File: src/rtl/fifo_read_arbiter_if.sv
// rtl/fifo_read_arbiter_if.sv - FIFO-bank read port and tagged output stream bundle
// Signals:
//   fifo_empty  per-channel empty flags from the FIFO bank
//   fifo_dout   per-channel read data, channel i at [i*DATA_W +: DATA_W]
//   fifo_rd_en  one-hot (or zero) read strobe into the FIFO bank
//   data_out    head word of the output stream
//   data_ch     source channel of data_out
//   data_valid  data_out/data_ch valid
//   data_ready  consumer accepts on data_valid && data_ready
// Modports: master = arbiter side, slave = FIFO bank / consumer side.
interface fifo_read_arbiter_if #(
    parameter int NUM_CH = 4,
    parameter int DATA_W = 16
);
    localparam int CH_W = $clog2(NUM_CH);

    logic [NUM_CH-1:0]        fifo_empty;
    logic [NUM_CH*DATA_W-1:0] fifo_dout;
    logic [NUM_CH-1:0]        fifo_rd_en;
    logic [DATA_W-1:0]        data_out;
    logic [CH_W-1:0]          data_ch;
    logic                     data_valid;
    logic                     data_ready;

    modport master (
        input  fifo_empty, fifo_dout, data_ready,
        output fifo_rd_en, data_out, data_ch, data_valid
    );

    modport slave (
        output fifo_empty, fifo_dout, data_ready,
        input  fifo_rd_en, data_out, data_ch, data_valid
    );
endinterface

File: src/rtl/fifo_read_arbiter.sv
// rtl/fifo_read_arbiter.sv - round-robin burst read scheduler for a FIFO bank
// Ports:
//   rd_clk  clock, all logic on the rising edge
//   reset   synchronous active-high reset
//   enable  gates issue of new FIFO reads
//   busy    bursting, read in flight, or output buffer non-empty
//   bus     fifo_read_arbiter_if.master: FIFO read ports and output stream
module fifo_read_arbiter #(
    parameter int NUM_CH = 4,
    parameter int DATA_W = 16,
    parameter int BURST  = 4
) (
    input  logic                rd_clk,
    input  logic                reset,
    input  logic                enable,
    output logic                busy,
    fifo_read_arbiter_if.master bus
);
    localparam int CH_W   = $clog2(NUM_CH);
    localparam int BEAT_W = $clog2(BURST + 1);
    localparam logic [BEAT_W-1:0] BEAT_MAX = BEAT_W'(BURST);
    localparam logic [CH_W-1:0]   LAST_CH  = CH_W'(NUM_CH - 1);

    typedef enum logic {S_IDLE, S_BURST} state_e;

    state_e            state_q, state_d;
    logic [CH_W-1:0]   grant_q, grant_d;
    logic [CH_W-1:0]   last_grant_q, last_grant_d;
    logic [BEAT_W-1:0] beat_q, beat_d;
    logic              inflight_q, inflight_d;
    logic [CH_W-1:0]   inflight_ch_q, inflight_ch_d;
    logic [DATA_W-1:0] buf_data_q [2];
    logic [DATA_W-1:0] buf_data_d [2];
    logic [CH_W-1:0]   buf_ch_q [2];
    logic [CH_W-1:0]   buf_ch_d [2];
    logic              rd_ptr_q, rd_ptr_d;
    logic              wr_ptr_q, wr_ptr_d;
    logic [1:0]        occ_q, occ_d;

    logic [DATA_W-1:0] dout_arr [NUM_CH];
    logic              pop;
    logic              credit_ok;
    logic              rd_fire;
    logic              any_req;
    logic [CH_W-1:0]   next_ch;
    logic [CH_W-1:0]   cand;

    always_comb begin
        for (int i = 0; i < NUM_CH; i++) begin
            dout_arr[i] = bus.fifo_dout[i*DATA_W +: DATA_W];
        end
    end

    // Round-robin search starting after last_grant; walking k downwards lets
    // the nearest non-empty channel overwrite any farther candidate.
    always_comb begin
        any_req = 1'b0;
        next_ch = last_grant_q;
        cand    = '0;
        for (int k = NUM_CH; k >= 1; k--) begin
            cand = CH_W'((int'(last_grant_q) + k) % NUM_CH);
            if (!bus.fifo_empty[cand]) begin
                any_req = 1'b1;
                next_ch = cand;
            end
        end
    end

    assign bus.data_valid = (occ_q != 2'd0);
    assign bus.data_out   = bus.data_valid ? buf_data_q[rd_ptr_q] : '0;
    assign bus.data_ch    = bus.data_valid ? buf_ch_q[rd_ptr_q] : '0;
    assign busy           = (state_q == S_BURST) || inflight_q || (occ_q != 2'd0);

    assign pop = bus.data_valid && bus.data_ready;
    // A read may only issue if the buffer will still have room for it one
    // cycle later, counting the word already in flight and any pop now.
    assign credit_ok = ({1'b0, occ_q} + {2'b00, inflight_q} - {2'b00, pop}) < 3'd2;
    assign rd_fire   = (state_q == S_BURST) && enable && !bus.fifo_empty[grant_q]
                       && (beat_q < BEAT_MAX) && credit_ok;

    always_comb begin
        bus.fifo_rd_en = '0;
        if (rd_fire) begin
            bus.fifo_rd_en[grant_q] = 1'b1;
        end
    end

    always_comb begin
        state_d      = state_q;
        grant_d      = grant_q;
        last_grant_d = last_grant_q;
        beat_d       = beat_q;
        case (state_q)
            S_IDLE: begin
                if (enable && any_req) begin
                    grant_d = next_ch;
                    beat_d  = '0;
                    state_d = S_BURST;
                end
            end
            S_BURST: begin
                if (rd_fire) begin
                    beat_d = beat_q + 1'b1;
                end
                if (!enable || (bus.fifo_empty[grant_q] && !rd_fire) || (beat_d == BEAT_MAX)) begin
                    state_d      = S_IDLE;
                    last_grant_d = grant_q;
                end
            end
            default: state_d = S_IDLE;
        endcase
    end

    // Output buffer: the word read last cycle lands this cycle.
    always_comb begin
        inflight_d    = rd_fire;
        inflight_ch_d = grant_q;
        buf_data_d    = buf_data_q;
        buf_ch_d      = buf_ch_q;
        wr_ptr_d      = wr_ptr_q;
        rd_ptr_d      = rd_ptr_q;
        if (inflight_q) begin
            buf_data_d[wr_ptr_q] = dout_arr[inflight_ch_q];
            buf_ch_d[wr_ptr_q]   = inflight_ch_q;
            wr_ptr_d             = ~wr_ptr_q;
        end
        if (pop) begin
            rd_ptr_d = ~rd_ptr_q;
        end
        occ_d = occ_q + {1'b0, inflight_q} - {1'b0, pop};
    end

    always_ff @(posedge rd_clk) begin
        if (reset) begin
            state_q       <= S_IDLE;
            grant_q       <= '0;
            last_grant_q  <= LAST_CH;
            beat_q        <= '0;
            inflight_q    <= 1'b0;
            inflight_ch_q <= '0;
            rd_ptr_q      <= 1'b0;
            wr_ptr_q      <= 1'b0;
            occ_q         <= 2'd0;
            for (int i = 0; i < 2; i++) begin
                buf_data_q[i] <= '0;
                buf_ch_q[i]   <= '0;
            end
        end else begin
            state_q       <= state_d;
            grant_q       <= grant_d;
            last_grant_q  <= last_grant_d;
            beat_q        <= beat_d;
            inflight_q    <= inflight_d;
            inflight_ch_q <= inflight_ch_d;
            rd_ptr_q      <= rd_ptr_d;
            wr_ptr_q      <= wr_ptr_d;
            occ_q         <= occ_d;
            buf_data_q    <= buf_data_d;
            buf_ch_q      <= buf_ch_d;
        end
    end
endmodule
File: src/flat_wrapper.sv
// flat-port wrapper written by rule: the top's interface ports become plain ports
module fifo_read_arbiter_flat 
#(
    parameter int NUM_CH = 4,
    parameter int DATA_W = 16,
    parameter int BURST  = 4
)
  (rd_clk, reset, enable, busy, bus_fifo_empty, bus_fifo_dout, bus_data_ready, bus_fifo_rd_en, bus_data_out, bus_data_ch, bus_data_valid);
  fifo_read_arbiter_if #(.NUM_CH(NUM_CH), .DATA_W(DATA_W)) bus_i ();
  input  logic rd_clk;
  input  logic reset;
  input  logic enable;
  output logic busy;
  input wire logic [$bits(bus_i.fifo_empty)-1:0] bus_fifo_empty;
  input wire logic [$bits(bus_i.fifo_dout)-1:0] bus_fifo_dout;
  input wire logic [$bits(bus_i.data_ready)-1:0] bus_data_ready;
  output wire logic [$bits(bus_i.fifo_rd_en)-1:0] bus_fifo_rd_en;
  output wire logic [$bits(bus_i.data_out)-1:0] bus_data_out;
  output wire logic [$bits(bus_i.data_ch)-1:0] bus_data_ch;
  output wire logic [$bits(bus_i.data_valid)-1:0] bus_data_valid;
  assign bus_i.fifo_empty = bus_fifo_empty;
  assign bus_i.fifo_dout = bus_fifo_dout;
  assign bus_i.data_ready = bus_data_ready;
  assign bus_fifo_rd_en = bus_i.fifo_rd_en;
  assign bus_data_out = bus_i.data_out;
  assign bus_data_ch = bus_i.data_ch;
  assign bus_data_valid = bus_i.data_valid;
  fifo_read_arbiter #(.NUM_CH(NUM_CH), .DATA_W(DATA_W), .BURST(BURST)) u_core (.rd_clk(rd_clk), .reset(reset), .enable(enable), .busy(busy), .bus(bus_i));
endmodule
File: config.mk
export PLATFORM = sky130hd
export DESIGN_NAME = fifo_read_arbiter_flat
export DESIGN_NICKNAME = d
export VERILOG_FILES = /design/src/rtl/fifo_read_arbiter_if.sv /design/src/rtl/fifo_read_arbiter.sv /design/src/flat_wrapper.sv
export SDC_FILE = /design/constraint.sdc
export NUM_CORES = 1
export LEC_CHECK = 0
export CAP_MARGIN = 5
export CORE_MARGIN = 4
export CORE_UTILIZATION = 40
export DETAILED_ROUTE_END_ITERATION = 10
export PLACE_DENSITY_LB_ADDON = 0.1
export SLEW_MARGIN = 40
export SYNTH_ARGS = -nofsm -noshare
export SYNTH_HDL_FRONTEND = slang
export SYNTH_SLANG_ARGS = --single-unit
export TNS_END_PERCENT = 20
File: constraint.sdc
create_clock -name rd_clk -period 8.5 [get_ports rd_clk]
set_input_delay 2.55 -clock rd_clk [delete_from_list [all_inputs] [get_ports rd_clk]]
set_output_delay 2.55 -clock rd_clk [all_outputs]
set_load 0.005 [all_outputs]
== Yosys cells after proc, flatten, opt, wreduce, memory -nomap -nowiden ==
Cells that the tools add are included.
Word-level totals
  bits in registers: 51
  bits in latches: 0
  RAM bits: 0
  ROM bits: 0
  input bits: 72
  output and inout bits: 24
  word-level logic and storage cells: 106
  memories kept: 0
Operators by class
  add/sub/neg operators: 9
  $mul: 0
  div/mod/pow operators: 0
  order comparisons: 12
  eq/ne operators: 2
  shift operators: 0
  muxes and demuxes: 45
  bitwise gates (word level): 6
  reductions and logical operators: 19
Operators with widths (number)
  16-bit 2-to-1 mux: 7
  16-bit binary-select mux with 2-bit select: 1
  32-bit bitwise mux: 1
  2-bit 2-to-1 mux: 9
  16-bit demux with 1-bit select: 1
  2-bit by 3-bit < comparator with 1-bit output (second input constant): 5
  1-bit 2-to-1 mux: 12
  1-bit binary-select mux with 2-bit select: 5
  1-bit logical AND: 9
  3-bit 2-to-1 mux: 3
  3-bit case mux with 2 select lines: 1
  2-bit by 1-bit adder with 2-bit output (second input constant): 2
  2-bit adder (second input constant): 2
  4-bit bitwise mux: 1
  2-bit greater-or-equal comparator (second input constant): 2
  1-bit logical OR: 4
  4-bit 2-to-1 mux: 1
  1-bit NOT with 2-bit output: 2
  2-bit AND reduction: 2
  2-bit by 1-bit adder with 3-bit output: 1
  3-bit by 1-bit adder with 3-bit output (second input constant): 1
  3-bit equality test (second input constant): 1
  3-bit greater-or-equal comparator (second input constant): 1
  1-bit logical NOT: 3
  other kinds (14): 16

== Depth between registers and ports, before layout ==
Gate-level depths: netlist of run 1.
  word-level depth: 12
  mapped depth: 12
  gate-level depth less buffers: 11

== Least setup slack after synthesis of run 1 ==
OpenSTA, ideal clock, no wires.
  path type: in2out
  start: input port bus_data_ready
  end: output port bus_fifo_rd_en[2]
  arrival time: 4.514 ns
  required time: 5.950 ns
  setup slack: 1.436 ns
  stages: 10
  buffers on the path: 1
  path through: nor2b_1 -> ha_1 -> inv_1 -> ha_1 -> fa_1 -> nor3b_2 -> nand2_1 -> or2_0 -> buf_2 -> nor3b_1
On the way
  longest elaborated chain between the ends: 5
Ends and longest elaborated chain
  start, declared: RTL line flat_wrapper.sv:16  | input wire logic [$bits(bus_i.data_ready)-1:0] bus_data_ready;
  1-bit logical AND: RTL line fifo_read_arbiter.sv:74  | assign pop = bus.data_valid && bus.data_ready;
  3-bit by 1-bit subtractor with 3-bit output: RTL line fifo_read_arbiter.sv:77  | assign credit_ok = ({1'b0, occ_q} + {2'b00, inflight_q} - {2'b00, pop}) < 3'd2;
  3-bit by 2-bit < comparator with 1-bit output: RTL line fifo_read_arbiter.sv:77
  1-bit logical AND: RTL line fifo_read_arbiter.sv:79  | && (beat_q < BEAT_MAX) && credit_ok;
  4-bit 2-to-1 mux: RTL line fifo_read_arbiter.sv:83  | if (rd_fire) begin
  end, declared: RTL line flat_wrapper.sv:17  | output wire logic [$bits(bus_i.fifo_rd_en)-1:0] bus_fifo_rd_en;
Every way passes these cells.

== Worst setup path in the final report of run 1 ==
  start: input port bus_data_ready
  end: output port bus_fifo_rd_en[2]
On the way
  longest elaborated chain between the ends: 5
Ends and longest elaborated chain
  1-bit logical AND: RTL line fifo_read_arbiter.sv:74
  net u_core.pop: RTL line fifo_read_arbiter.sv:41  | logic pop;
  3-bit by 1-bit subtractor with 3-bit output: RTL line fifo_read_arbiter.sv:77
  3-bit by 2-bit < comparator with 1-bit output: RTL line fifo_read_arbiter.sv:77
  1-bit logical AND: RTL line fifo_read_arbiter.sv:79
  4-bit 2-to-1 mux: RTL line fifo_read_arbiter.sv:83
The timed path passes the listed nets, and every way through them passes these cells.

==> metrics.txt, run 1 <==
# TYPE chip_impl_metric gauge
chip_impl_metric{name="clk_pin_slew_worst_paths",unit="ns"} 0.09
chip_impl_info{name="yosys-top-cells-area",value="dfxtp_1, mux4_2, mux2i_1"} 1
chip_impl_metric{name="power.switching_fraction",unit="%"} 31.2
chip_impl_info{name="synth_largest_area_cell",value="dfxtp_1"} 1
chip_impl_metric{name="syn-num-nets",unit=""} 353
chip_impl_metric{name="critical_path.max_stage_delay",unit="ns"} 0.53
chip_impl_metric{name="critPathArrivalTime",unit="ns"} 5.57
chip_impl_metric{name="worst_relative_slew_slack",unit="%"} 54.2
chip_impl_metric{name="synth-edff-count",unit=""} 0
chip_impl_info{name="run_status",value="finished clean"} 1
chip_impl_metric{name="place.detailed.instances",unit=""} 434
chip_impl_metric{name="worst_hold_slack",unit="ns"} 0.457
chip_impl_metric{name="dieArea",unit="sq um"} 7910
chip_impl_metric{name="power_per_cell_area",unit="nW/um^2"} 172
chip_impl_metric{name="vias_per_cell",unit=""} 5.40
chip_impl_metric{name="n_fill_cell",unit=""} 566
chip_impl_metric{name="synth_top_area_share",unit="%"} 39.0
chip_impl_metric{name="dp_hpwl",unit="mm"} 4.93
chip_impl_metric{name="cts.htree.levels",unit=""} 2
chip_impl_metric{name="final_nets",unit=""} 440
chip_impl_info{name="tritoncts",value="built"} 1
chip_impl_info{name="cts_root_buf",value="clkbuf_8"} 1
chip_impl_metric{name="switchingPower",unit="W"} 0.000201
chip_impl_metric{name="setup-violations-final",unit=""} 0
chip_impl_metric{name="hold_violations",unit=""} 0
chip_impl_metric{name="drtPass1Iterations",unit=""} 4
chip_impl_metric{name="worstPathRequired",unit="ns"} 5.95
chip_impl_metric{name="cts_inserted_buffers",unit=""} 5
chip_impl_metric{name="power_leakage",unit="nW"} 1.30
chip_impl_metric{name="worst_ir_drop_vdd",unit="mV"} 0.114
chip_impl_metric{name="synthDistinctLibCells",unit=""} 40
chip_impl_info{name="worst_hold_path_type",value="flip-flop to flip-flop"} 1
chip_impl_metric{name="dr.first_iter.drc_count",unit=""} 99
chip_impl_metric{name="core-area",unit="sq um"} 6350
chip_impl_metric{name="maxClockFrequency",unit="GHz"} 0.123
chip_impl_metric{name="grt-ovfl-total",unit=""} 0
chip_impl_metric{name="wp_depth",unit=""} 11
chip_impl_metric{name="worst-r2r-cell-count",unit=""} 11
chip_impl_metric{name="num_vias",unit=""} 2388
chip_impl_metric{name="rrSetupSlack",unit="ns"} 5.29
chip_impl_metric{name="cts_hold_buf",unit=""} 0
chip_impl_metric{name="internal_power",unit="W"} 0.000444
chip_impl_metric{name="cts.path.max_buffers",unit=""} 2
chip_impl_metric{name="die_x",unit="microns"} 88.9
chip_impl_metric{name="postCtsSetupBuffers",unit=""} 0
chip_impl_metric{name="postSynthAreaPerCell",unit="sq um"} 9.46
chip_impl_metric{name="initial_cell_density_of_the_core",unit="%"} 41.3
chip_impl_info{name="crit_chain",value="clkdlybuf4s50_1 -> nor2b_1 -> ha_1 -> inv_1 -> ha_1 -> fa_1 -> nor3b_2 -> nand2_1 -> or2_0 -> nor3b_1 -> clkdlybuf4s50_1"} 1
chip_impl_metric{name="grt_first_pass_wirelength",unit="mm"} 11.1
chip_impl_metric{name="drt-total-wl",unit="mm"} 6.81
chip_impl_metric{name="async_reset_ff_share",unit="%"} 0
chip_impl_metric{name="worstHoldPathCells",unit=""} 2
chip_impl_info{name="critical_path_sink_type",value="output port"} 1
chip_impl_metric{name="power.share.clock",unit="%"} 27.1
chip_impl_metric{name="clkSinkCount",unit=""} 51
chip_impl_metric{name="boundaryPins",unit=""} 96
chip_impl_metric{name="number_of_cell_rows",unit=""} 29
chip_impl_metric{name="grt_max_degree",unit=""} 37
chip_impl_metric{name="cts_resized",unit=""} 0
chip_impl_metric{name="syn_area",unit="sq um"} 2620
chip_impl_info{name="dominantRegCellSynth",value="dfxtp_1"} 1
chip_impl_metric{name="min_period_over_period",unit="%"} 95.5
chip_impl_info{name="grt_setup_unrepaired",value="false"} 1
chip_impl_metric{name="area_growth",unit="%"} 43.2
chip_impl_metric{name="portBuffers",unit=""} 95
chip_impl_metric{name="antenna_found_initial",unit=""} 0
chip_impl_metric{name="residual_antenna_violating_net_count_after_detailed_routing",unit=""} 0
chip_impl_metric{name="dp_slack",unit="ns"} 0.346
chip_impl_metric{name="time_the_worst_path_needs_with_i_o_delays_and_setup",unit="ns"} 8.12
chip_impl_metric{name="gp_congestion",unit=""} 0.748
chip_impl_info{name="crit_slowest_cell",value="clkdlybuf4s50_1"} 1
chip_impl_metric{name="maxCapViolations",unit=""} 0
chip_impl_info{name="crit_path_start_kind",value="input pin"} 1
chip_impl_metric{name="report.final.slew_viol_count",unit=""} 0
chip_impl_metric{name="drt_drc_violations_left",unit=""} 0
chip_impl_info{name="path_class",value="input pin to output port"} 1
chip_impl_metric{name="worstPathBufferInverterCount",unit=""} 3
chip_impl_metric{name="finalWorstSetupSlack",unit="ns"} 0.382
chip_impl_metric{name="die-height",unit="microns"} 88.9
chip_impl_metric{name="crit_fanout",unit=""} 6
chip_impl_metric{name="antenna-diode-count",unit=""} 0
chip_impl_metric{name="fin_tns_setup",unit="ns"} 0
chip_impl_metric{name="drive_gt1_share",unit="%"} 9.86
chip_impl_metric{name="combinational_fraction_of_design_power",unit="%"} 31.4
chip_impl_metric{name="ys_ff_latch",unit=""} 51
chip_impl_metric{name="stdcell_count",unit=""} 442
chip_impl_metric{name="track_usage",unit="%"} 17.7
chip_impl_metric{name="first_global_vias",unit=""} 2363
chip_impl_metric{name="synth_seq_area_share",unit="%"} 39.0
chip_impl_metric{name="yosys_warnings",unit=""} 0
chip_impl_metric{name="synthesis.instances",unit=""} 277
chip_impl_metric{name="worst_slew_pin_slew",unit="ns"} 0.684
chip_impl_metric{name="drt-wirelength-per-cell",unit="microns"} 15.4
chip_impl_metric{name="finalClockSkew",unit="ns"} 0.00870
chip_impl_metric{name="seq_power_share",unit="%"} 41.5
chip_impl_metric{name="worstSkewPairLatency",unit="ns"} 0.31
chip_impl_info{name="worst_path_dominant_cell_family",value="simple AND/OR/NAND/NOR gates"} 1
flip-flops by register name, indices dropped and copies added (netlist names):
signal / count
u_core.grant_q: 2
u_core.last_grant_q: 2
u_core.state_q: 1
u_core.beat_q: 3
u_core.occ_q: 2
u_core.inflight_ch_q: 2
u_core.rd_ptr_q: 1
u_core.wr_ptr_q: 1
u_core.buf_data_q: 32
u_core.buf_ch_q: 4
u_core.inflight_q: 1
path summary, 6_finish.rpt:
kind	startpoint	end
max	bus_data_ready	bus_fifo_rd_en[2]
min	u_core.buf_data_q[23]	u_core.buf_data_q[23]
max reg2reg	u_core.occ_q[1]	u_core.last_grant_q[0]
min reg2reg	u_core.buf_data_q[23]	u_core.buf_data_q[23]
cell usage after synthesis (all sizes together), types with 3 or more instances:
library cell  instances
nand2                48
ha                    3
mux4                 16
a22o                 18
inv                   8
dfxtp                51
a21oi                22
nor2                 29
o21ai                 4
mux2i                20
clkbuf               10
and3                  3
buf                  10
nor2b                 6
layout make-up:
cell class	count	area, sq um	share of cell area (%)
sequential	51	1020	27.3
timing repair buffer	100	988	26.4
clock buffer	5	68.8	1.83
clock inverter	3	47.5	1.27
tap	77	96.3	2.57
inverter	8	30.0	0.801
multi-input combinational	198	1500	39.9
stage by stage:
step | area (sq um) | utilization, % | total power (W)
final | 3750 | 59.1 | 0.000646
after global routing | 3750 | 59.1 | 0.000683
after floorplan | 2620 | - | 0.000394
after detailed placement | 3630 | 57.2 | 0.000479
after global placement | 3620 | 57.0 | 0.000474
after CTS | 3750 | 59.0 | 0.000655
tightest hold or removal path, cell delays in order, from the launching register on:
cell	delay (ns)
dfxtp_1	0.32
nand2_1	0.05
a21oi_1	0.05
power by group through the flow:
| stage | combinational, W | clock [W] | sequential (W) |
|---|---|---|---|
| floorplan | 0.000130 | 0 | 0.000264 |
| global placement | 0.000202 | 0 | 0.000271 |
| detailed placement | 0.000206 | 0 | 0.000274 |
| CTS | 0.000208 | 0.000180 | 0.000268 |
| global route | 0.000224 | 0.000189 | 0.000271 |
| finish | 0.000203 | 0.000175 | 0.000268 |
cell usage in the layout, fill, tap and decap left out, drive strengths merged, types with 3 or more instances in the layout:
cell type and instances:
nor2b 6, clkdlybuf4s50 95, a21oi 22, mux2i 20, dfxtp 51, inv 9, o21ai 4, nand2 48
a22o 18, clkbuf 5, ha 3, buf 5, and3 3, mux4 16, nor2 29
cell families (layout without fill, tap and decap cells):
| logic type | after synthesis | after routing | share of synthesized area (%) |
|---|---|---|---|
| simple gates | 100 | 100 | 16.9 |
| flops | 51 | 51 | 39.0 |
| fa+ha+maj | 4 | 4 | 2.20 |
| mux | 37 | 37 | 22.0 |
| compound gates | 55 | 55 | 14.7 |
| xor+xnor | 2 | 2 | 0.669 |
| buf+inv | 28 | 116 | 4.68 |
routing by layer:
layer / GRT usage, % / wire [microns] / vias to the layer above
met1: 21.8 / 2850 / 1148
met4: 5.41 / 65 / 0
li1: - / - / 1161
met5: 0 / 0 / -
met2: 31.1 / 3380 / 75
met3: 3.96 / 508 / 4
Note: power is estimated with default switching activity, not from simulation.
==> run 2, diff against run 1 <==
--- a/config.mk
+++ b/config.mk
@@ -8,6 +8,7 @@
 export CAP_MARGIN = 5
 export CORE_MARGIN = 4
 export CORE_UTILIZATION = 40
+export CTS_BUF_LIST = sky130_fd_sc_hd__clkbuf_16
 export DETAILED_ROUTE_END_ITERATION = 10
 export PLACE_DENSITY_LB_ADDON = 0.1
 export SLEW_MARGIN = 40
==> metrics.txt, run 2 (synthesis gave the netlist of run 1 again) <==
# TYPE chip_impl_metric gauge
chip_impl_info{name="run_status",value="finished clean"} 1
chip_impl_info{name="worst_hold_path_type",value="flip-flop to flip-flop"} 1
chip_impl_info{name="cts_root_buf",value="clkbuf_16"} 1
chip_impl_metric{name="hold_violations",unit=""} 0
chip_impl_metric{name="first_global_vias",unit=""} 2370
chip_impl_info{name="tritoncts",value="built"} 1
chip_impl_info{name="worst_r2r_startpoint",value="u_core.occ_q[1]"} 1
chip_impl_info{name="grt_setup_unrepaired",value="false"} 1
chip_impl_metric{name="postPlaceCellArea",unit="sq um"} 3630
chip_impl_metric{name="cts_resized",unit=""} 0
chip_impl_metric{name="internal_power",unit="W"} 0.000496
chip_impl_metric{name="fin_tns_setup",unit="ns"} 0
chip_impl_metric{name="die-height",unit="microns"} 88.9
chip_impl_metric{name="postCtsSetupBuffers",unit=""} 0
chip_impl_metric{name="initial_cell_density_of_the_core",unit="%"} 41.3
chip_impl_info{name="crit_path_start_kind",value="input pin"} 1
chip_impl_metric{name="time_the_worst_path_needs_with_i_o_delays_and_setup",unit="ns"} 8.12
chip_impl_metric{name="power_per_cell_area",unit="nW/um^2"} 185
chip_impl_metric{name="drt-total-wl",unit="mm"} 6.85
chip_impl_metric{name="largest_reg_flops",unit=""} 32
chip_impl_metric{name="clkSinkCount",unit=""} 51
chip_impl_info{name="registers.top_by_ff_count",value="u_core.buf_data_q"} 1
chip_impl_metric{name="clk_pin_slew_worst_paths",unit="ns"} 0.06
chip_impl_metric{name="final_nets",unit=""} 440
chip_impl_metric{name="maxCapViolations",unit=""} 0
chip_impl_metric{name="critical_path.max_stage_delay",unit="ns"} 0.53
chip_impl_metric{name="crit_fanout",unit=""} 6
chip_impl_metric{name="place.detailed.instances",unit=""} 434
chip_impl_metric{name="grt.met2_usage",unit="%"} 31.5
chip_impl_metric{name="power.switching_fraction",unit="%"} 29.5
chip_impl_metric{name="drt-wirelength-per-cell",unit="microns"} 15.5
chip_impl_metric{name="drtPass1Iterations",unit=""} 6
chip_impl_info{name="mostFrequentLayoutCells",value="clkdlybuf4s50_1, dfxtp_1, nand2_1"} 1
chip_impl_metric{name="worstSkewPairLatency",unit="ns"} 0.29
chip_impl_metric{name="finalClockSkew",unit="ns"} 0.00746
chip_impl_metric{name="vias_per_cell",unit=""} 5.41
chip_impl_metric{name="switchingPower",unit="W"} 0.000207
chip_impl_metric{name="drt_drc_violations_left",unit=""} 0
chip_impl_info{name="worstSetupStartpoint",value="bus_data_ready"} 1
chip_impl_metric{name="power_leakage",unit="nW"} 1.32
chip_impl_metric{name="worst_ir_drop_vdd",unit="mV"} 0.151
chip_impl_metric{name="antenna_found_initial",unit=""} 0
chip_impl_metric{name="cts.htree.levels",unit=""} 2
chip_impl_metric{name="die_x",unit="microns"} 88.9
chip_impl_info{name="critical_path_sink_type",value="output port"} 1
chip_impl_metric{name="portBuffers",unit=""} 95
chip_impl_metric{name="cts_inserted_buffers",unit=""} 5
chip_impl_metric{name="grt_first_pass_wirelength",unit="mm"} 11.1
chip_impl_info{name="path_class",value="input pin to output port"} 1
chip_impl_metric{name="stdcell_count",unit=""} 442
chip_impl_metric{name="number_of_cell_rows",unit=""} 29
chip_impl_info{name="worstHoldStart",value="u_core.buf_data_q[23]"} 1
chip_impl_metric{name="min_period_over_period",unit="%"} 95.5
chip_impl_metric{name="setup-violations-final",unit=""} 0
chip_impl_metric{name="residual_antenna_violating_net_count_after_detailed_routing",unit=""} 0
chip_impl_metric{name="worstPathBufferInverterCount",unit=""} 3
chip_impl_metric{name="track_usage",unit="%"} 17.9
chip_impl_metric{name="use_met1",unit="%"} 21.7
chip_impl_metric{name="drive_gt1_share",unit="%"} 9.86
chip_impl_info{name="crit_slowest_cell",value="clkdlybuf4s50_1"} 1
chip_impl_metric{name="core-area",unit="sq um"} 6350
chip_impl_metric{name="dr.first_iter.drc_count",unit=""} 68
chip_impl_metric{name="cts.path.max_buffers",unit=""} 2
chip_impl_info{name="largest_registers",value="u_core.buf_data_q: 32 flops, u_core.buf_ch_q: 4 flops, u_core.beat_q: 3 flops"} 1
chip_impl_metric{name="combinational_fraction_of_design_power",unit="%"} 28.9
chip_impl_metric{name="worstPathRequired",unit="ns"} 5.95
chip_impl_metric{name="cts_hold_buf",unit=""} 0
chip_impl_metric{name="antenna-diode-count",unit=""} 0
chip_impl_metric{name="report.final.slew_viol_count",unit=""} 0
chip_impl_metric{name="critPathArrivalTime",unit="ns"} 5.57
chip_impl_metric{name="grt-ovfl-total",unit=""} 0
chip_impl_metric{name="dp_hpwl",unit="mm"} 4.93
chip_impl_info{name="crit_chain",value="clkdlybuf4s50_1 -> nor2b_1 -> ha_1 -> inv_1 -> ha_1 -> fa_1 -> nor3b_2 -> nand2_1 -> or2_0 -> nor3b_1 -> clkdlybuf4s50_1"} 1
chip_impl_metric{name="area_growth",unit="%"} 45.3
chip_impl_metric{name="final_cell_area",unit="sq um"} 3810
chip_impl_info{name="mostFrequentLayoutCell",value="clkdlybuf4s50_1"} 1
chip_impl_info{name="worst_path_dominant_cell_family",value="simple AND/OR/NAND/NOR gates"} 1
chip_impl_metric{name="worst_slew_pin_slew",unit="ns"} 0.720
chip_impl_metric{name="boundaryPins",unit=""} 96
chip_impl_metric{name="power.share.clock",unit="%"} 33.0
chip_impl_metric{name="maxClockFrequency",unit="GHz"} 0.123
chip_impl_metric{name="num_vias",unit=""} 2390
chip_impl_info{name="grt_most_used_layer",value="met2"} 1
chip_impl_metric{name="grt_max_degree",unit=""} 37
chip_impl_metric{name="worst_relative_slew_slack",unit="%"} 51.8
chip_impl_metric{name="seq_power_share",unit="%"} 38.1
chip_impl_metric{name="grt_util_met3",unit="%"} 4.79
chip_impl_metric{name="gp_congestion",unit=""} 0.748
chip_impl_metric{name="dieArea",unit="sq um"} 7910
==> run 2: path summary, 6_finish.rpt <==
path | slack (ns) | endpoint | depth (start not counted)
setup reg to reg | 5.29 | u_core.last_grant_q[1] | 11
hold / removal | 0.45 | u_core.buf_data_q[23] | 2
hold reg to reg | 0.45 | u_core.buf_data_q[23] | 2
setup / recovery | 0.38 | bus_fifo_rd_en[2] | 11
==> run 2: cell type report <==
type	count	area [sq um]
Sequential cell	51	1020
Inverter	8	30.0
Fill cell	558	2540
Clock buffer	5	125
Clock inverter	3	47.5
Tap cell	77	96.3
Multi-Input combinational cell	198	1500
Timing Repair Buffer	100	988
==> run 2: metrics by stage <==
stage / worst slack (ns) / total power, W / hold slack, ns / utilization (%)
after floorplan: 1.44 / 0.000394 / 0.436 / -
after detailed placement: 0.346 / 0.000479 / 0.447 / 57.2
after global routing: 0.131 / 0.000740 / 0.467 / 60.0
after CTS: 0.326 / 0.000711 / 0.457 / 59.9
final: 0.380 / 0.000703 / 0.455 / 60.0
after global placement: 0.435 / 0.000474 / 0.442 / 57.0
==> run 2: worst min-delay path: stages, from the launching register on <==
cell and delay [ns]:
dfxtp_1 0.31, nand2_1 0.05, a21oi_1 0.05
==> run 2: power groups by stage <==
stage	Sequential [W]	Combinational, W	Clock (W)
after floorplan	0.000264	0.000130	0
after global placement	0.000271	0.000202	0
after detailed placement	0.000274	0.000206	0
after CTS	0.000268	0.000208	0.000236
after global routing	0.000271	0.000224	0.000246
final	0.000268	0.000203	0.000232
==> run 2: routing by layer <==
| metal | part of all wire, % | wire length (microns) |
|---|---|---|
| met5 | 0 | 0 |
| met4 | 0.90 | 62 |
| met3 | 7.9 | 540 |
| met2 | 50 | 3410 |
| met1 | 41 | 2840 |
==> run 3, diff against run 2 <==
--- a/config.mk
+++ b/config.mk
@@ -8,10 +8,9 @@
 export CAP_MARGIN = 5
 export CORE_MARGIN = 4
 export CORE_UTILIZATION = 40
-export CTS_BUF_LIST = sky130_fd_sc_hd__clkbuf_16
+export CTS_BUF_LIST = sky130_fd_sc_hd__clkbuf_8
 export DETAILED_ROUTE_END_ITERATION = 10
 export PLACE_DENSITY_LB_ADDON = 0.1
-export SLEW_MARGIN = 40
 export SYNTH_ARGS = -nofsm -noshare
 export SYNTH_HDL_FRONTEND = slang
 export SYNTH_SLANG_ARGS = --single-unit
==> metrics.txt, run 3 (synthesis gave the netlist of run 1 again) <==
# TYPE chip_impl_metric gauge
chip_impl_metric{name="power_per_cell_area",unit="nW/um^2"} 171
chip_impl_metric{name="boundaryPins",unit=""} 96
chip_impl_metric{name="initial_cell_density_of_the_core",unit="%"} 41.3
chip_impl_metric{name="seq_power_share",unit="%"} 41.6
chip_impl_metric{name="die_x",unit="microns"} 88.9
chip_impl_metric{name="drive_gt1_share",unit="%"} 9.32
chip_impl_metric{name="postCtsSetupBuffers",unit=""} 0
chip_impl_metric{name="clkSinkCount",unit=""} 51
chip_impl_metric{name="power.share.clock",unit="%"} 27.0
chip_impl_metric{name="dr.first_iter.drc_count",unit=""} 67
chip_impl_metric{name="internal_power",unit="W"} 0.000443
chip_impl_metric{name="hold_violations",unit=""} 0
chip_impl_metric{name="min_period_over_period",unit="%"} 96.1
chip_impl_metric{name="largest_reg_flops",unit=""} 32
chip_impl_metric{name="setup-violations-final",unit=""} 0
chip_impl_metric{name="final_nets",unit=""} 440
chip_impl_info{name="crit_chain",value="clkdlybuf4s50_1 -> nor2b_1 -> ha_1 -> inv_1 -> ha_1 -> fa_1 -> nor3b_2 -> nand2_1 -> or2_0 -> nor3b_1 -> clkdlybuf4s50_1"} 1
chip_impl_metric{name="cts_resized",unit=""} 0
chip_impl_metric{name="antenna_found_initial",unit=""} 0
chip_impl_metric{name="cts.path.max_buffers",unit=""} 2
chip_impl_metric{name="drtPass1Iterations",unit=""} 4
chip_impl_metric{name="dp_slack",unit="ns"} 0.328
chip_impl_metric{name="grt_max_degree",unit=""} 37
chip_impl_metric{name="cts_hold_buf",unit=""} 0
chip_impl_metric{name="vias_per_cell",unit=""} 5.39
chip_impl_info{name="mostFrequentLayoutCells",value="clkdlybuf4s50_1, dfxtp_1, nand2_1"} 1
chip_impl_metric{name="portBuffers",unit=""} 95
chip_impl_metric{name="drt-wirelength-per-cell",unit="microns"} 15.3
chip_impl_metric{name="final-seq-area",unit="sq um"} 1020
chip_impl_info{name="cts_root_buf",value="clkbuf_8"} 1
chip_impl_metric{name="place.detailed.instances",unit=""} 434
chip_impl_info{name="path_class",value="input pin to output port"} 1
chip_impl_metric{name="worst_relative_slew_slack",unit="%"} 37.3
chip_impl_metric{name="time_the_worst_path_needs_with_i_o_delays_and_setup",unit="ns"} 8.17
chip_impl_metric{name="core-area",unit="sq um"} 6350
chip_impl_metric{name="finalClockSkew",unit="ns"} 0.0115
chip_impl_metric{name="gp_congestion",unit=""} 0.748
chip_impl_metric{name="finalWorstSetupSlack",unit="ns"} 0.333
chip_impl_metric{name="track_usage",unit="%"} 17.5
chip_impl_metric{name="drt_drc_violations_left",unit=""} 0
chip_impl_metric{name="worstPathRequired",unit="ns"} 5.95
chip_impl_info{name="worst_path_dominant_cell_family",value="simple AND/OR/NAND/NOR gates"} 1
chip_impl_metric{name="antenna-diode-count",unit=""} 0
chip_impl_metric{name="critical_path.max_stage_delay",unit="ns"} 0.54
chip_impl_info{name="tritoncts",value="built"} 1
chip_impl_metric{name="switchingPower",unit="W"} 0.000197
chip_impl_metric{name="number_of_cell_rows",unit=""} 29
chip_impl_metric{name="worstPathBufferInverterCount",unit=""} 3
chip_impl_metric{name="maxCapViolations",unit=""} 0
chip_impl_metric{name="first_global_vias",unit=""} 2400
chip_impl_metric{name="critPathArrivalTime",unit="ns"} 5.62
chip_impl_metric{name="residual_antenna_violating_net_count_after_detailed_routing",unit=""} 0
chip_impl_metric{name="cts.htree.levels",unit=""} 2
chip_impl_metric{name="power_leakage",unit="nW"} 1.29
chip_impl_info{name="grt_setup_unrepaired",value="false"} 1
chip_impl_metric{name="drt-total-wl",unit="mm"} 6.78
chip_impl_metric{name="crit_fanout",unit=""} 6
chip_impl_metric{name="worst_ir_drop_vdd",unit="mV"} 0.120
chip_impl_metric{name="cts_inserted_buffers",unit=""} 5
chip_impl_metric{name="maxClockFrequency",unit="GHz"} 0.122
chip_impl_metric{name="worst_slew_pin_slew",unit="ns"} 0.940
chip_impl_info{name="registers.top_by_ff_count",value="u_core.buf_data_q"} 1
chip_impl_metric{name="dieArea",unit="sq um"} 7910
chip_impl_info{name="run_status",value="finished clean"} 1
chip_impl_info{name="mostFrequentLayoutCell",value="clkdlybuf4s50_1"} 1
chip_impl_metric{name="combinational_fraction_of_design_power",unit="%"} 31.4
chip_impl_info{name="critical_path_sink_type",value="output port"} 1
chip_impl_metric{name="num_vias",unit=""} 2382
chip_impl_info{name="crit_path_start_kind",value="input pin"} 1
chip_impl_info{name="crit_slowest_cell",value="clkdlybuf4s50_1"} 1
chip_impl_metric{name="die-height",unit="microns"} 88.9
chip_impl_info{name="largest_registers",value="u_core.buf_data_q: 32 flops, u_core.buf_ch_q: 4 flops, u_core.beat_q: 3 flops"} 1
chip_impl_metric{name="fin_tns_setup",unit="ns"} 0
chip_impl_metric{name="worst_hold_slack",unit="ns"} 0.457
chip_impl_metric{name="n_fill_cell",unit=""} 576
chip_impl_metric{name="worstSkewPairLatency",unit="ns"} 0.31
chip_impl_metric{name="grt_first_pass_wirelength",unit="mm"} 10.9
chip_impl_metric{name="grt-ovfl-total",unit=""} 0
chip_impl_metric{name="power.total",unit="W"} 0.000640
chip_impl_metric{name="power.switching_fraction",unit="%"} 30.8
chip_impl_metric{name="report.final.slew_viol_count",unit=""} 0
chip_impl_metric{name="multi_input_area",unit="sq um"} 1480
chip_impl_metric{name="clk_pin_slew_worst_paths",unit="ns"} 0.09
chip_impl_info{name="worst_hold_path_type",value="flip-flop to flip-flop"} 1
chip_impl_metric{name="dp_hpwl",unit="mm"} 4.92
chip_impl_metric{name="area_growth",unit="%"} 42.6
chip_impl_metric{name="stdcell_count",unit=""} 442
## run 3: cell counts in the layout (fill, tap and decap cells not counted)
Identical to the previous run, type by type.
## run 3: path summary, 6_finish.rpt
check / from / to / slack [ns] / cells past startpoint
worst max-delay path: bus_data_ready / bus_fifo_rd_en[2] / 0.33 / 11
worst min-delay path: u_core.buf_data_q[23] / u_core.buf_data_q[23] / 0.46 / 2
worst max register to register: u_core.occ_q[1] / u_core.last_grant_q[1] / 4.99 / 11
worst min register to register: u_core.buf_data_q[23] / u_core.buf_data_q[23] / 0.46 / 2
## run 3: cell type report
type	count	share of cell area, %
well taps	77	2.58
repair buffers	100	26.5
flip-flops and latches	51	27.3
clock inverters	3	1.27
multi-input cells	198	39.7
clock buffers	5	1.84
inverters	8	0.804
## run 3: power by group through the flow
stage | logic, W | registers, W | clock network [W]
after floorplan | 0.000130 | 0.000264 | 0
after global placement | 0.000202 | 0.000271 | 0
after detailed placement | 0.000204 | 0.000272 | 0
after CTS | 0.000205 | 0.000266 | 0.000177
after global routing | 0.000222 | 0.000269 | 0.000187
final | 0.000201 | 0.000266 | 0.000173
## run 3: stage by stage
stage	utilization (%)	area, sq um
after CTS	58.8	3730
final	58.8	3730
after global placement	57.0	3620
after global routing	58.8	3730
after detailed placement	57.0	3620
after floorplan	-	2620
## run 3: worst min-delay path: cells and delay by family, from the launching register on
family / cells / cell delay, ns
compound gates: 1 / 0.05
flops: 1 / 0.32
simple gates: 1 / 0.05
## run 3: metal layers
| layer | global-route usage (%) | vias to the layer above | wire (microns) |
|---|---|---|---|
| met1 | 21.4 | 1146 | 2850 |
| met5 | 0 | - | 0 |
| li1 | - | 1163 | - |
| met2 | 30.2 | 64 | 3340 |
| met4 | 5.68 | 0 | 90 |
| met3 | 4.61 | 9 | 495 |
